[config.mk]
export PLATFORM = sky130hd
export DESIGN_NAME = hypot_seq
export DESIGN_NICKNAME = d
export VERILOG_FILES = /design/src/rtl/hypot_seq.sv
export SDC_FILE = /design/constraint.sdc
export NUM_CORES = 1
export LEC_CHECK = 0
export CAP_MARGIN = 25
export CORE_MARGIN = 3
export CORE_UTILIZATION = 30
export CTS_CLUSTER_DIAMETER = 30
export DETAILED_ROUTE_END_ITERATION = 16
export PLACE_DENSITY = 0.5
export SYNTH_ARGS = -nofsm -noshare
export SYNTH_HDL_FRONTEND = slang
export SYNTH_SLANG_ARGS = --single-unit
export TNS_END_PERCENT = 10
[constraint.sdc]
create_clock -name clk -period 9.59 [get_ports clk]
set_input_delay 1.4385 -clock clk [delete_from_list [all_inputs] [get_ports clk]]
set_output_delay 1.4385 -clock clk [all_outputs]
set_load 0.02 [all_outputs]
[src/rtl/hypot_seq.sv]
// Sequenced integer hypotenuse: floor(sqrt(x^2 + y^2)) using one shared squarer
// and a restoring square root that resolves one result bit per cycle, MSB first.
module hypot_seq #(
    parameter int W = 16
) (
    input  logic         clk,
    input  logic         rst_n,
    input  logic         in_valid,
    output logic         in_ready,
    input  logic [W-1:0] x,
    input  logic [W-1:0] y,
    input  logic         clear,
    output logic         out_valid,
    input  logic         out_ready,
    output logic [W:0]   result,
    output logic         exact,
    output logic         busy
);

    localparam int CW = $clog2(W + 1);

    typedef enum logic [2:0] {
        IDLE = 3'd0,
        SQX  = 3'd1,
        SQY  = 3'd2,
        ROOT = 3'd3,
        DONE = 3'd4
    } state_t;

    state_t          state_q, state_d;
    logic [W-1:0]    x_q, x_d;
    logic [W-1:0]    y_q, y_d;
    logic [2*W-1:0]  sq_q, sq_d;
    logic [2*W+1:0]  rad_q, rad_d;
    logic [W+1:0]    rem_q, rem_d;
    logic [W:0]      root_q, root_d;
    logic [CW-1:0]   cnt_q, cnt_d;
    logic [W:0]      result_q, result_d;
    logic            exact_q, exact_d;

    logic [2*W-1:0]  mul_op;
    logic [2*W-1:0]  product;
    logic [W+3:0]    rem_sh;
    logic [W+3:0]    trial;
    logic [W+3:0]    rem_full;
    logic            ge;
    logic [W:0]      root_nx;

    // Single squarer shared between the X and Y phases
    assign mul_op  = {{W{1'b0}}, (state_q == SQX) ? x_q : y_q};
    assign product = mul_op * mul_op;

    // One restoring step: bring down the next radicand bit pair, try 4*root+1
    assign rem_sh   = {rem_q, rad_q[2*W+1 -: 2]};
    assign trial    = {1'b0, root_q, 2'b01};
    assign ge       = (rem_sh >= trial);
    assign rem_full = ge ? (rem_sh - trial) : rem_sh;
    assign root_nx  = {root_q[W-1:0], ge};

    always_comb begin
        state_d  = state_q;
        x_d      = x_q;
        y_d      = y_q;
        sq_d     = sq_q;
        rad_d    = rad_q;
        rem_d    = rem_q;
        root_d   = root_q;
        cnt_d    = cnt_q;
        result_d = result_q;
        exact_d  = exact_q;

        if (clear) begin
            state_d = IDLE;
        end else begin
            case (state_q)
                IDLE: begin
                    if (in_valid) begin
                        x_d     = x;
                        y_d     = y;
                        state_d = SQX;
                    end
                end
                SQX: begin
                    sq_d    = product;
                    state_d = SQY;
                end
                SQY: begin
                    rad_d   = {1'b0, {1'b0, sq_q} + {1'b0, product}};
                    rem_d   = '0;
                    root_d  = '0;
                    cnt_d   = CW'(W);
                    state_d = ROOT;
                end
                ROOT: begin
                    rad_d  = {rad_q[2*W-1:0], 2'b00};
                    rem_d  = rem_full[W+1:0];
                    root_d = root_nx;
                    if (cnt_q == '0) begin
                        result_d = root_nx;
                        exact_d  = (rem_full == '0);
                        state_d  = DONE;
                    end else begin
                        cnt_d = cnt_q - CW'(1);
                    end
                end
                DONE: begin
                    if (out_ready) begin
                        state_d = IDLE;
                    end
                end
                default: state_d = IDLE;
            endcase
        end
    end

    always_ff @(posedge clk or negedge rst_n) begin
        if (!rst_n) begin
            state_q  <= IDLE;
            x_q      <= '0;
            y_q      <= '0;
            sq_q     <= '0;
            rad_q    <= '0;
            rem_q    <= '0;
            root_q   <= '0;
            cnt_q    <= '0;
            result_q <= '0;
            exact_q  <= 1'b0;
        end else begin
            state_q  <= state_d;
            x_q      <= x_d;
            y_q      <= y_d;
            sq_q     <= sq_d;
            rad_q    <= rad_d;
            rem_q    <= rem_d;
            root_q   <= root_d;
            cnt_q    <= cnt_d;
            result_q <= result_d;
            exact_q  <= exact_d;
        end
    end

    assign in_ready  = (state_q == IDLE);
    assign busy      = (state_q != IDLE);
    assign out_valid = (state_q == DONE);
    assign result    = result_q;
    assign exact     = exact_q;

endmodule
==> impl_metrics.yaml <==
outcome:
  status: "completed"
global_route:
  track_usage_pct: 14.2
  overflow: 0
  grt_max_degree: 98
  grt_pass1_wl_um: 63700
  grt_pass1_vias: 12300
  antenna_found_initial: 0
clocking:
  cts.sinks: 158
  cts_max_path_buffers: 2
  clkTransAtPathRegs_ns: 0.08
  hold_buffers: 0
  cts-root-buf: "clkbuf_16"
  cts_tree: "yes"
  cts_htree_levels: 4
  worstSkewPairLatency_ns: 0.48
  post_cts_buffers: 0
  postCtsResizedCells: 0
  cts_buffers: 17
yosys:
  post_synth.cell_area_avg_um2: 9.41
  synthAdderAreaFrac_pct: 32.3
  synth_top_area_cell: "dfrtp_1"
  synth-compound-area-share_pct: 12.8
  synthMuxAreaShare_pct: 6.68
  synth-seq-cells: 158
  ys.flop_type: "dfrtp_1"
  ys_seq_area_share_pct: 25.0
  synth-simple-area-share_pct: 11.3
  async_flop_share_pct: 100
  netlist_instances: 1678
  synth_nets: 2027
  synth_top_family_by_area: "adder cells"
  netlist.area_leader.share_pct: 25.0
  ys_types: 67
  netlist_area_um2: 15800
  synth-edff-count: 0
  yosysWarnings: 0
  yosys-top-cells-area: "dfrtp_1, fa_1, ha_1"
  synth-xor-area-share_pct: 4.38
placed_design:
  gp_congestion: 0.846
  port_buffers: 57
  place_hpwl_um: 30200
sta:
  finalHoldViolCount: 0
  fin_crit_ns: 9.04
  slew-limit-headroom_pct: 39.2
  rsz0062_at_grt: "false"
  max_freq_mhz: 111
  setup_viol: 0
  setup_tns_ns: 0
  slew_viol_final: 0
  worst_pin_slew_ns: 0.912
  finClkSkew_ns: 0.0179
  fin_crit_sh_pct: 94.3
setup_path:
  arrival_ns: 9.36
  cp_max_fo: 20
  r2r_end: "rad_q[29]$_DFFE_PN0P_"
  cp-start-kind: "flip-flop"
  crit_path_end_kind: "flip-flop"
  crit_required_ns: 9.91
  reg2reg_setup_slack_ns: 0.55
  crit_path_frequent_cell: "fa_1"
  r2r_cells: 32
  cpMaxStageDelayCell: "fa_1"
  critPathMaxStageDelay_ns: 0.55
  r2r-start: "state_q[2]$_DFFE_PN0P_"
  path_class: "flip-flop to flip-flop"
floorplanning:
  core_um2: 51700
  ioPinCount: 58
  start_util_pct: 30.5
  fp.dieH_um: 235
  dieWidth_um: 235
  rows: 83
  die-area_um2: 55400
routing:
  routedWlPerCell_um: 15.8
  via_per_inst: 4.85
  ant_nets: 0
  drtPass1Iterations: 5
  route.detailed.drc: 0
  routed_wl_um: 38200
  via_count: 11700
  first_iter_violations: 597
min_path:
  holdPathEnd: "rad_q[0]$_DFFE_PN0P_"
  min_path_cells: 2
  worstHoldStart: "rad_q[0]$_DFFE_PN0P_"
  hold_path.class: "flip-flop to flip-flop"
finish:
  nFillCells: 5341
  layout_common_cells: "inv_1, nand2_1, fa_1"
  antennaDiodeCount: 0
  synthToLayoutAreaGrowth_pct: 13.0
  layout.nets: 2075
  final_common_cell: "inv_1"
  drive_gt1_share_pct: 8.40
job:
  maxCapViolCount: 0
## per-layer routing
metal / vias to the layer above / global-route usage (%) / routed length [um]
met2: 160 / 23.4 / 18300
met3: 31 / 2.24 / 1090
met5: - / 0 / 0
met1: 5854 / 19.2 / 18200
li1: 5692 / - / -
met4: 0 / 4.68 / 570
## metrics by stage
step | setup slack, ns | instances | cell area, um^2 | util, % | hold slack [ns]
3_3_place_gp | 0.509 | 2386 | 17200 | 33.3 | 0.457
4_1_cts | 0.312 | 2418 | 17800 | 34.4 | 0.474
2_1_floorplan | 0.649 | 1678 | 15800 | - | 0.438
6_report | 0.546 | 2419 | 17800 | 34.5 | 0.470
5_1_grt | 0.0241 | 2419 | 17800 | 34.5 | 0.507
3_5_place_dp | 0.345 | 2386 | 17200 | 33.3 | 0.456
## cell type report
cell class | count | area [um^2] | share of cell area (%)
clock buffer | 20 | 457 | 2.56
clock inverter | 12 | 125 | 0.701
tap | 680 | 851 | 4.77
sequential | 158 | 3950 | 22.2
timing repair buffer | 84 | 800 | 4.48
multi-input combinational | 1208 | 10700 | 59.9
inverter | 257 | 968 | 5.43
## cell usage after synthesis (all sizes together), types with 4 or more instances
master / instances
mux2: 67
clkinv: 6
a31oi: 10
a2111oi: 4
nand4: 7
mux2i: 30
o22ai: 20
o21ai: 118
ha: 152
fa: 160
nor3: 17
a21o: 33
o31a: 7
a21oi: 64
nor2b: 13
o31ai: 5
a221oi: 4
or2: 4
nand2b: 10
o21a: 9
o21bai: 10
nand3: 33
a22o: 4
dfrtp: 158
nand2: 170
and3: 6
inv: 251
o211ai: 9
nor2: 101
nor4: 6
xnor2: 51
xor2: 28
clkbuf: 43
or3: 13
buf: 12
## flip-flops by register name, indices dropped and copies added, names as in the netlist
register,flops
cnt_q,5
exact,1
rad_q,34
rem_q,18
result,17
root_q,17
sq_q,31
state_q,3
x_q,16
y_q,16
## how the worst max path moves through the flow
| stage | start | endpoint | slack, ns | cells past startpoint |
|---|---|---|---|---|
| 2_1_floorplan | state_q[2]$_DFFE_PN0P_ | rad_q[29]$_DFFE_PN0P_ | 0.65 | 33 |
| 3_3_place_gp | state_q[2]$_DFFE_PN0P_ | rad_q[29]$_DFFE_PN0P_ | 0.51 | 36 |
| 3_5_place_dp | state_q[2]$_DFFE_PN0P_ | rad_q[29]$_DFFE_PN0P_ | 0.34 | 36 |
| 4_1_cts | state_q[2]$_DFFE_PN0P_ | rad_q[29]$_DFFE_PN0P_ | 0.31 | 36 |
| 5_1_grt | state_q[2]$_DFFE_PN0P_ | rad_q[29]$_DFFE_PN0P_ | 0.02 | 34 |
| 6_report | state_q[2]$_DFFE_PN0P_ | rad_q[29]$_DFFE_PN0P_ | 0.55 | 32 |
## cells by family after synthesis
group,after synthesis
AOI/OAI and AO/OA,322
xor gates and xnor gates,79
adders and majority gates,312
buffers and inverters,312
DFF,158
muxes,97
and+or+nand+nor,398
## worst max-delay path: cells and delay by family, from the launching register on
family          cells  cell delay [ns]
buf+inv             5             0.87
compound gates      8             1.92
simple gates        8             1.31
mux                 1             0.30
fa+ha+maj           8             3.65
flops               1             0.45
xor+xnor            2             0.35
Power is not shown: default switching activity piles up to over one toggle a cycle in this logic, so the estimate is an artifact.
